[src/rtl/imm_ext_pipe.sv]
// Multi-lane immediate extender and PC-relative adder for LA32R decode,
// registered behind a valid/ready handshake with a one-entry skid buffer.
module imm_ext_pipe #(
    parameter int LANES = 1
) (
    input  logic                  cpu_clk,
    input  logic                  cpu_rstn,
    input  logic                  flush,
    input  logic                  in_valid,
    output logic                  in_ready,
    input  logic [26*LANES-1:0]   in_din,
    input  logic [3*LANES-1:0]    in_ext_op,
    input  logic [32*LANES-1:0]   in_pc,
    output logic                  out_valid,
    input  logic                  out_ready,
    output logic [32*LANES-1:0]   out_ext,
    output logic [32*LANES-1:0]   out_sum
);

    // Bit 0 is the OUT valid flag, bit 1 the SKID valid flag.
    typedef enum logic [1:0] {
        EMPTY = 2'b00,
        ONE   = 2'b01,
        FULL  = 2'b11
    } state_t;

    state_t state_reg, state_next;

    logic [32*LANES-1:0] ext_comb, sum_comb;
    logic [32*LANES-1:0] out_ext_reg, out_sum_reg;
    logic [32*LANES-1:0] skid_ext_reg, skid_sum_reg;
    logic                in_fire, out_fire;
    logic                load_out_in, load_out_skid, load_skid;

    function automatic logic [31:0] ext_fn(input logic [25:0] d, input logic [2:0] op);
        logic [31:0] r;
        case (op)
            3'd0:    r = {d[24:5], 12'h000};
            3'd1:    r = {{20{d[21]}}, d[21:10]};
            3'd2:    r = {20'h00000, d[21:10]};
            3'd3:    r = {27'h0, d[14:10]};
            3'd4:    r = {{14{d[25]}}, d[25:10], 2'b00};
            3'd5:    r = {{4{d[9]}}, d[9:0], d[25:10], 2'b00};
            3'd6:    r = {{16{d[23]}}, d[23:10], 2'b00};
            default: r = {6'h00, d};
        endcase
        return r;
    endfunction

    generate
        for (genvar gi = 0; gi < LANES; gi++) begin : g_lane
            assign ext_comb[32*gi +: 32] = ext_fn(in_din[26*gi +: 26], in_ext_op[3*gi +: 3]);
            assign sum_comb[32*gi +: 32] = in_pc[32*gi +: 32] + ext_comb[32*gi +: 32];
        end
    endgenerate

    // Taken straight from the SKID flag so ready never depends on out_ready.
    assign in_ready  = ~state_reg[1];
    assign out_valid = state_reg[0];
    assign out_ext   = out_ext_reg;
    assign out_sum   = out_sum_reg;

    assign in_fire  = in_valid & in_ready;
    assign out_fire = out_valid & out_ready;

    always_comb begin
        state_next    = state_reg;
        load_out_in   = 1'b0;
        load_out_skid = 1'b0;
        load_skid     = 1'b0;
        if (flush) begin
            state_next = EMPTY;
        end else begin
            case (state_reg)
                EMPTY: begin
                    if (in_fire) begin
                        load_out_in = 1'b1;
                        state_next  = ONE;
                    end
                end
                ONE: begin
                    if (out_fire && in_fire) begin
                        load_out_in = 1'b1;
                    end else if (out_fire) begin
                        state_next = EMPTY;
                    end else if (in_fire) begin
                        load_skid  = 1'b1;
                        state_next = FULL;
                    end
                end
                FULL: begin
                    if (out_fire) begin
                        load_out_skid = 1'b1;
                        state_next    = ONE;
                    end
                end
                default: state_next = EMPTY;
            endcase
        end
    end

    always_ff @(posedge cpu_clk or negedge cpu_rstn) begin
        if (!cpu_rstn) begin
            state_reg <= EMPTY;
        end else begin
            state_reg <= state_next;
        end
    end

    always_ff @(posedge cpu_clk or negedge cpu_rstn) begin
        if (!cpu_rstn) begin
            out_ext_reg  <= '0;
            out_sum_reg  <= '0;
            skid_ext_reg <= '0;
            skid_sum_reg <= '0;
        end else begin
            if (load_out_in) begin
                out_ext_reg <= ext_comb;
                out_sum_reg <= sum_comb;
            end else if (load_out_skid) begin
                out_ext_reg <= skid_ext_reg;
                out_sum_reg <= skid_sum_reg;
            end
            if (load_skid) begin
                skid_ext_reg <= ext_comb;
                skid_sum_reg <= sum_comb;
            end
        end
    end

endmodule
[config.mk]
export PLATFORM = sky130hd
export DESIGN_NAME = imm_ext_pipe
export DESIGN_NICKNAME = d
export VERILOG_FILES = /design/src/rtl/imm_ext_pipe.sv
export SDC_FILE = /design/constraint.sdc
export NUM_CORES = 1
export LEC_CHECK = 0
export ABC_AREA = 1
export BUFFER_PORTS_ARGS = -buffer_cell sky130_fd_sc_hd__buf_2
export CAP_MARGIN = 10
export CORE_UTILIZATION = 49
export CTS_CLUSTER_SIZE = 30
export DETAILED_ROUTE_END_ITERATION = 8
export PLACE_DENSITY = 0.73
export SLEW_MARGIN = 30
export SYNTH_ARGS = -nofsm -noshare
export SYNTH_HDL_FRONTEND = slang
export SYNTH_SLANG_ARGS = --single-unit
[constraint.sdc]
create_clock -name cpu_clk -period 1.5 [get_ports cpu_clk]
set_input_delay 0.075 -clock cpu_clk [delete_from_list [all_inputs] [get_ports cpu_clk]]
set_output_delay 0.075 -clock cpu_clk [all_outputs]
set_load 0.005 [all_outputs]
### After elaboration in Yosys (flattened, before gate mapping)

Cells that the tools add are included.
W data, S select, Z words.

| cells by class | value |
|---|---|
| add/sub/neg operators | 1 |
| eq/ne operators | 12 |
| multiplexer cells | 23 |
| bitwise gates (word level) | 3 |
| reduce and logical (&&, ||, !) cells | 5 |

Operators with widths:

| operator | count |
|---|---|
| $pmux W32 S7 | 1 |
| $mux W32 | 4 |
| $add A32 B32 Y32 | 1 |
| $mux W2 | 6 |
| $mux W1 | 10 |
| $eq A3 B3 Y1 const B | 3 |
| $ne A3 B3 Y1 const B | 3 |
| $eq A3 B2 Y1 const B | 2 |
| $pmux W2 S3 | 1 |
| $ne A4 B4 Y1 const B | 1 |
| $reduce_and A4 Y1 | 1 |
| $eq A3 B1 Y1 const B | 1 |
| $logic_not A3 Y1 | 1 |
| $and A1 B1 Y1 | 2 |
| $eq A2 B1 Y1 const B | 1 |
| $eq A2 B2 Y1 const B | 1 |
| $logic_not A2 Y1 | 1 |
| $pmux W1 S2 | 1 |
| $reduce_bool A2 Y1 | 1 |
| $logic_and A1 B1 Y1 | 1 |
| $not A1 Y1 | 1 |

| word-level totals | value |
|---|---|
| flip-flop bits (word level) | 130 |
| bits of input ports | 66 |
| output and inout port bits | 66 |

### Depth between registers and ports, before layout

| depth | value |
|---|---|
| depth in word-level cells | 7 |
| mapped depth | 21 |
| mapped depth without buffers | 20 |

### Worst setup path after synthesis

Ideal clock, no wire load.

| timing | value |
|---|---|
| path kind | input-to-reg |
| from | input port in_ext_op[2] |
| to | register out_sum_reg[27] (netlist: out_sum[27]) |
| arrival | 2.077 ns |
| data required time | 1.382 ns |
| setup slack | -0.695 ns |
| stages | 19 |
| path buffers | 1 |
| cells stage by stage | buf_6 -> inv_4 -> nor2_8 -> inv_4 -> nand2_4 -> nor2_2 -> o211ai_1 -> o21ai_1 -> inv_1 -> ha_1 -> nand2_1 -> nor2_1 -> inv_1 -> nor3_1 -> nand2_1 -> nand2_1 -> nand2_1 -> nand3_1 -> nand2_1 |

| between the ends | value |
|---|---|
| longest elaborated chain between the ends | 4 |
| elaborated cells between the ends (all ways) | 10 |
| classes of those cells | add/sub: 1; eq/ne: 6; mux: 2; reduce/logical: 1 |

RTL lines:

| item | line | RTL |
|---|---|---|
| start, declared | 12 | `input logic [3*LANES-1:0] in_ext_op,` |
| $eq A3 B3 Y1, or another cell as far along | 37 | `case (op)` |
| $pmux W32 S7 (*) | 37 |  |
| via ext_comb[19] | 29 | `logic [32*LANES-1:0] ext_comb, sum_comb;` |
| $add A32 B32 Y32 (*) | 53 | `assign sum_comb[32*gi +: 32] = in_pc[32*gi +: 32] + ext_comb[32*gi +: 32];` |
| $mux W32 (*) | 117 | `if (load_out_in) begin` |
| end signal, assigned | 119 | `out_sum_reg <= sum_comb;` |
| end signal, assigned | 122 | `out_sum_reg <= skid_sum_reg;` |
| end, declared | 30 | `logic [32*LANES-1:0] out_ext_reg, out_sum_reg;` |

Mark *: on every way through the listed nets, which the timed path passes. The rest lies on a longest branch.
A chain may end at the register's enable or synchronous reset.

### Final worst setup path

| timing | value |
|---|---|
| from | input port in_ext_op[0] |
| to | register out_sum_reg[28] (netlist: out_sum[28]) |

Same word-level chain as after synthesis.

==> qor.csv <==
stage;metric;value;unit
run_status;status;finished, violations left;
run_status;failing checks;DRC, setup timing;
clock_tree;CTS tree;yes;
detailed_routing;TritonRoute pass-1 iters;9;
synth;Synth Area per Inst;6.75;um^2
pwr;maximum vdd drop;1.08;mV
finish;n_diodes;0;
sta;Max Clock Skew;12.2;ps
synth;leading area contributor after synthesis;dfrtp_1;
sta;RSZ-0062 raised after global routing;true;
floorplanning;Initial Utilization;50.2;%
sta;fmax;0.458;GHz
clock_tree;Worst-path clk slew;70;ps
detailed_routing;Initial DRC Count;1197;
placement;hpwl dp;23100;um
hold_path;hold endpoint;skid_ext_reg[0]$_DFFE_PN0P_;
floorplanning;Rows;48;
critical_path;crit path DAT;2560;ps
sta;Fin. Hold Viols;0;
hold_path;min-delay src;in_din[10];
clock_tree;buffer depth of the longest clock path;2;
grt;largest net degree at the start of global routing;54;
grt;initial antenna violation count;1;
finish;fraction of layout cells with a size suffix above 1;50.5;%
synth;synthesized flop and latch total;130;
hold_path;hold crit path type;in -> reg;
critical_path;Setup crit start kind;primary input;
floorplanning;die height;135;um
hold_path;hold path cells;3;
finish;commonest cells after routing, fill and taps aside;nand2_1 (339), buf_4 (181), inv_1 (146);
pwr;Power Dens Cells;1430;nW/um^2
floorplanning;chip width;135;um
critical_path;CP Capture Type;flip-flop;
finish;Area growth syn-to-layout;70.0;%
detailed_routing;Via Count;10909;
grt;first-pass GRT wire length;49400;um
finish;most common cell after layout, fill and taps aside;nand2_1;
placement;DP Cell Count;1781;
sta;final hold slack;3.63;ps
finish;Multi-input gate area;6710;um^2
floorplanning;Ports;132;
pwr;Leak;7.68;nW
critical_path;critical path class;in -> reg;
clock_tree;H-tree Lvls;4;
detailed_routing;# DRC;9;
placement;I/O Buffers;131;
sta;slew margin rel.;60.6;%
critical_path;R2R depth;11;
synth;EDFF count, synth;0;
detailed_routing;top layer in use;met5;
synth;post-synthesis cell type count;46;
detailed_routing;met2 WL post-DR;18600;um
floorplanning;core area;17300;um^2
synth;Synth Flop Type;dfrtp_1;
synth;Seq/Total Area, Yosys;37.5;%
detailed_routing;metal3 WL;4500;um
detailed_routing;vias per inst;5.81;
sta;endpoints failing setup;130;
synth;Post-Syn Instances;1285;
grt;GRT Total Usage;36.0;%
clock_tree;total CTS buffers;17;
sta;Final WS setup;-682;ps
finish;final core utilization;85.3;%
critical_path;worst r2r src;state_reg[1]$_DFFE_PN0P_;
clock_tree;clk sinks;130;
detailed_routing;wire per inst;21.9;um
detailed_routing;number of routed nets with antenna violations;0;
synth;asr flop ratio synth;100;%
clock_tree;Clock Latency Late Sink;440;ps
finish;Layout fillers;991;
synth;post-synth top area share;37.5;%
sta;final worst-path cycle share;145;%
sta;Slew @ Worst Pin;591;ps
clock_tree;CTS root buffer;clkbuf_16;
critical_path;critical path fanouts, max;6;
sta;Tmin final;2180;ps
sta;Final Max Tran Viols;0;
placement;GPL Wtd Cong;0.968;
job;max_cap viols;0;
detailed_routing;DRT met1 WL;14900;um
synth;Synth area leaders;dfrtp_1 (37%), nand2_1 (22%), inv_1 (7.8%);
finish;final std cells w/o fill;1879;
grt;remaining global-route overflow;0;
critical_path;R2R Setup Slk;-450;ps
grt;vias in the first global route;9482;
synth;syn_nets;1387;
critical_path;critical path required time;1880;ps
floorplanning;Die Area;18200;um^2
critical_path;FF-to-FF End;out_ext[20]$_DFFE_PN0P_;
synth;area of the mapped netlist;8680;um^2
finish;Reg area;3250;um^2
detailed_routing;Routed WL;41100;um
finish;Nets;1743;
synth;Yosys warnings;0;
layout make-up:
type | instances | area share, %
multi-input combinational | 925 | 45.5
timing repair buffer | 375 | 21.4
clock inverter | 14 | 0.874
tap | 225 | 1.91
timing repair inverter | 3 | 0.136
inverter | 189 | 5.20
clock buffer | 18 | 2.91
sequential | 130 | 22.1
layer usage:
layer | track usage (%) | vias up
met5 | 0 | -
met4 | 14.5 | 4
met3 | 6.01 | 245
met2 | 60.2 | 753
met1 | 46.1 | 5118
li1 | - | 4789
worst max path at each step:
stage,slack (ps),cells past startpoint,endpoint,startpoint
final,-680,17,out_sum[28]$_DFFE_PN0P_,in_ext_op[0]
after detailed placement,-1100,20,out_sum[24]$_DFFE_PN0P_,in_ext_op[2]
after floorplan,-530,17,out_sum[30]$_DFFE_PN0P_,in_ext_op[2]
after CTS,-410,20,out_sum[27]$_DFFE_PN0P_,in_ext_op[2]
after global placement,-1090,20,out_sum[27]$_DFFE_PN0P_,in_ext_op[2]
after global routing,-810,17,skid_sum_reg[28]$_DFFE_PN0P_,in_ext_op[2]
through the flow:
step,power (W),setup TNS (ps),instance area [um^2],setup slack [ps]
3_3_place_gp,0.0128,-57440,11400,-1090
2_1_floorplan,0.00986,-28070,9220,-531
4_1_cts,0.0178,-24320,13000,-409
3_5_place_dp,0.0130,-59470,11400,-1100
5_1_grt,0.0221,-49570,14700,-808
6_report,0.0211,-39190,14700,-682
cell usage after synthesis, types with 2 or more instances:
cell and n:
buf_1 3, o21ai_2 3, nand4_1 4, nand2_2 2, o21a_1 3, buf_2 22, dfrtp_1 130, a221oi_1 2
inv_4 3, xor2_1 15, ha_1 35, nand2_1 508, inv_1 180, o21ai_1 16, nand3b_1 3, nand2_4 2
clkbuf_1 13, o21ai_0 34, a31oi_1 4, a21oi_1 34, nor2_2 4, o21bai_1 5, o221ai_1 7, nand3_1 132
inv_2 6, a22oi_2 2, o211ai_1 12, nand3_2 2, o311ai_0 6, o22ai_1 10, nor3_1 6, buf_6 2
nor2_1 62
critical path, stage by stage:
cell and delay (ps):
buf_6 110, nor2_4 130, buf_4 140, nand2_4 70, buf_6 140, o2111ai_1 190
buf_4 190, ha_2 330, nand2_1 160, nor2_1 140, nor2_1 210, nand2_1 140
a21oi_4 180, nand2_1 70, nand2_1 100, nand3_1 100, nand2_1 80
cell families after synthesis:
kind of cell,synth area share (%)
simple gates,34.7
buf+inv,10.6
fa+ha+maj,5.28
xor+xnor,1.51
flops,37.5
compound gates,10.5
what timing repair did:
item / in CTS / in global routing
gates resized for setup: 201 / 338
pin swaps: 61 / 109
hold endpoints to repair: 45 / 0
setup buffers: 21 / 18
endpoints found under the setup margin: 120 / 130
cloned: 3 / 21
hold buffers: 4 / 0
report_power, final:
part	internal (W)	switching (W)	total [W]
combinational	0.00479	0.00579	0.0106
clock	0.00230	0.00183	0.00413
sequential	0.00511	0.00127	0.00638
total	0.0122	0.00889	0.0211
No activity file was read; power rests on OpenSTA's default activity.
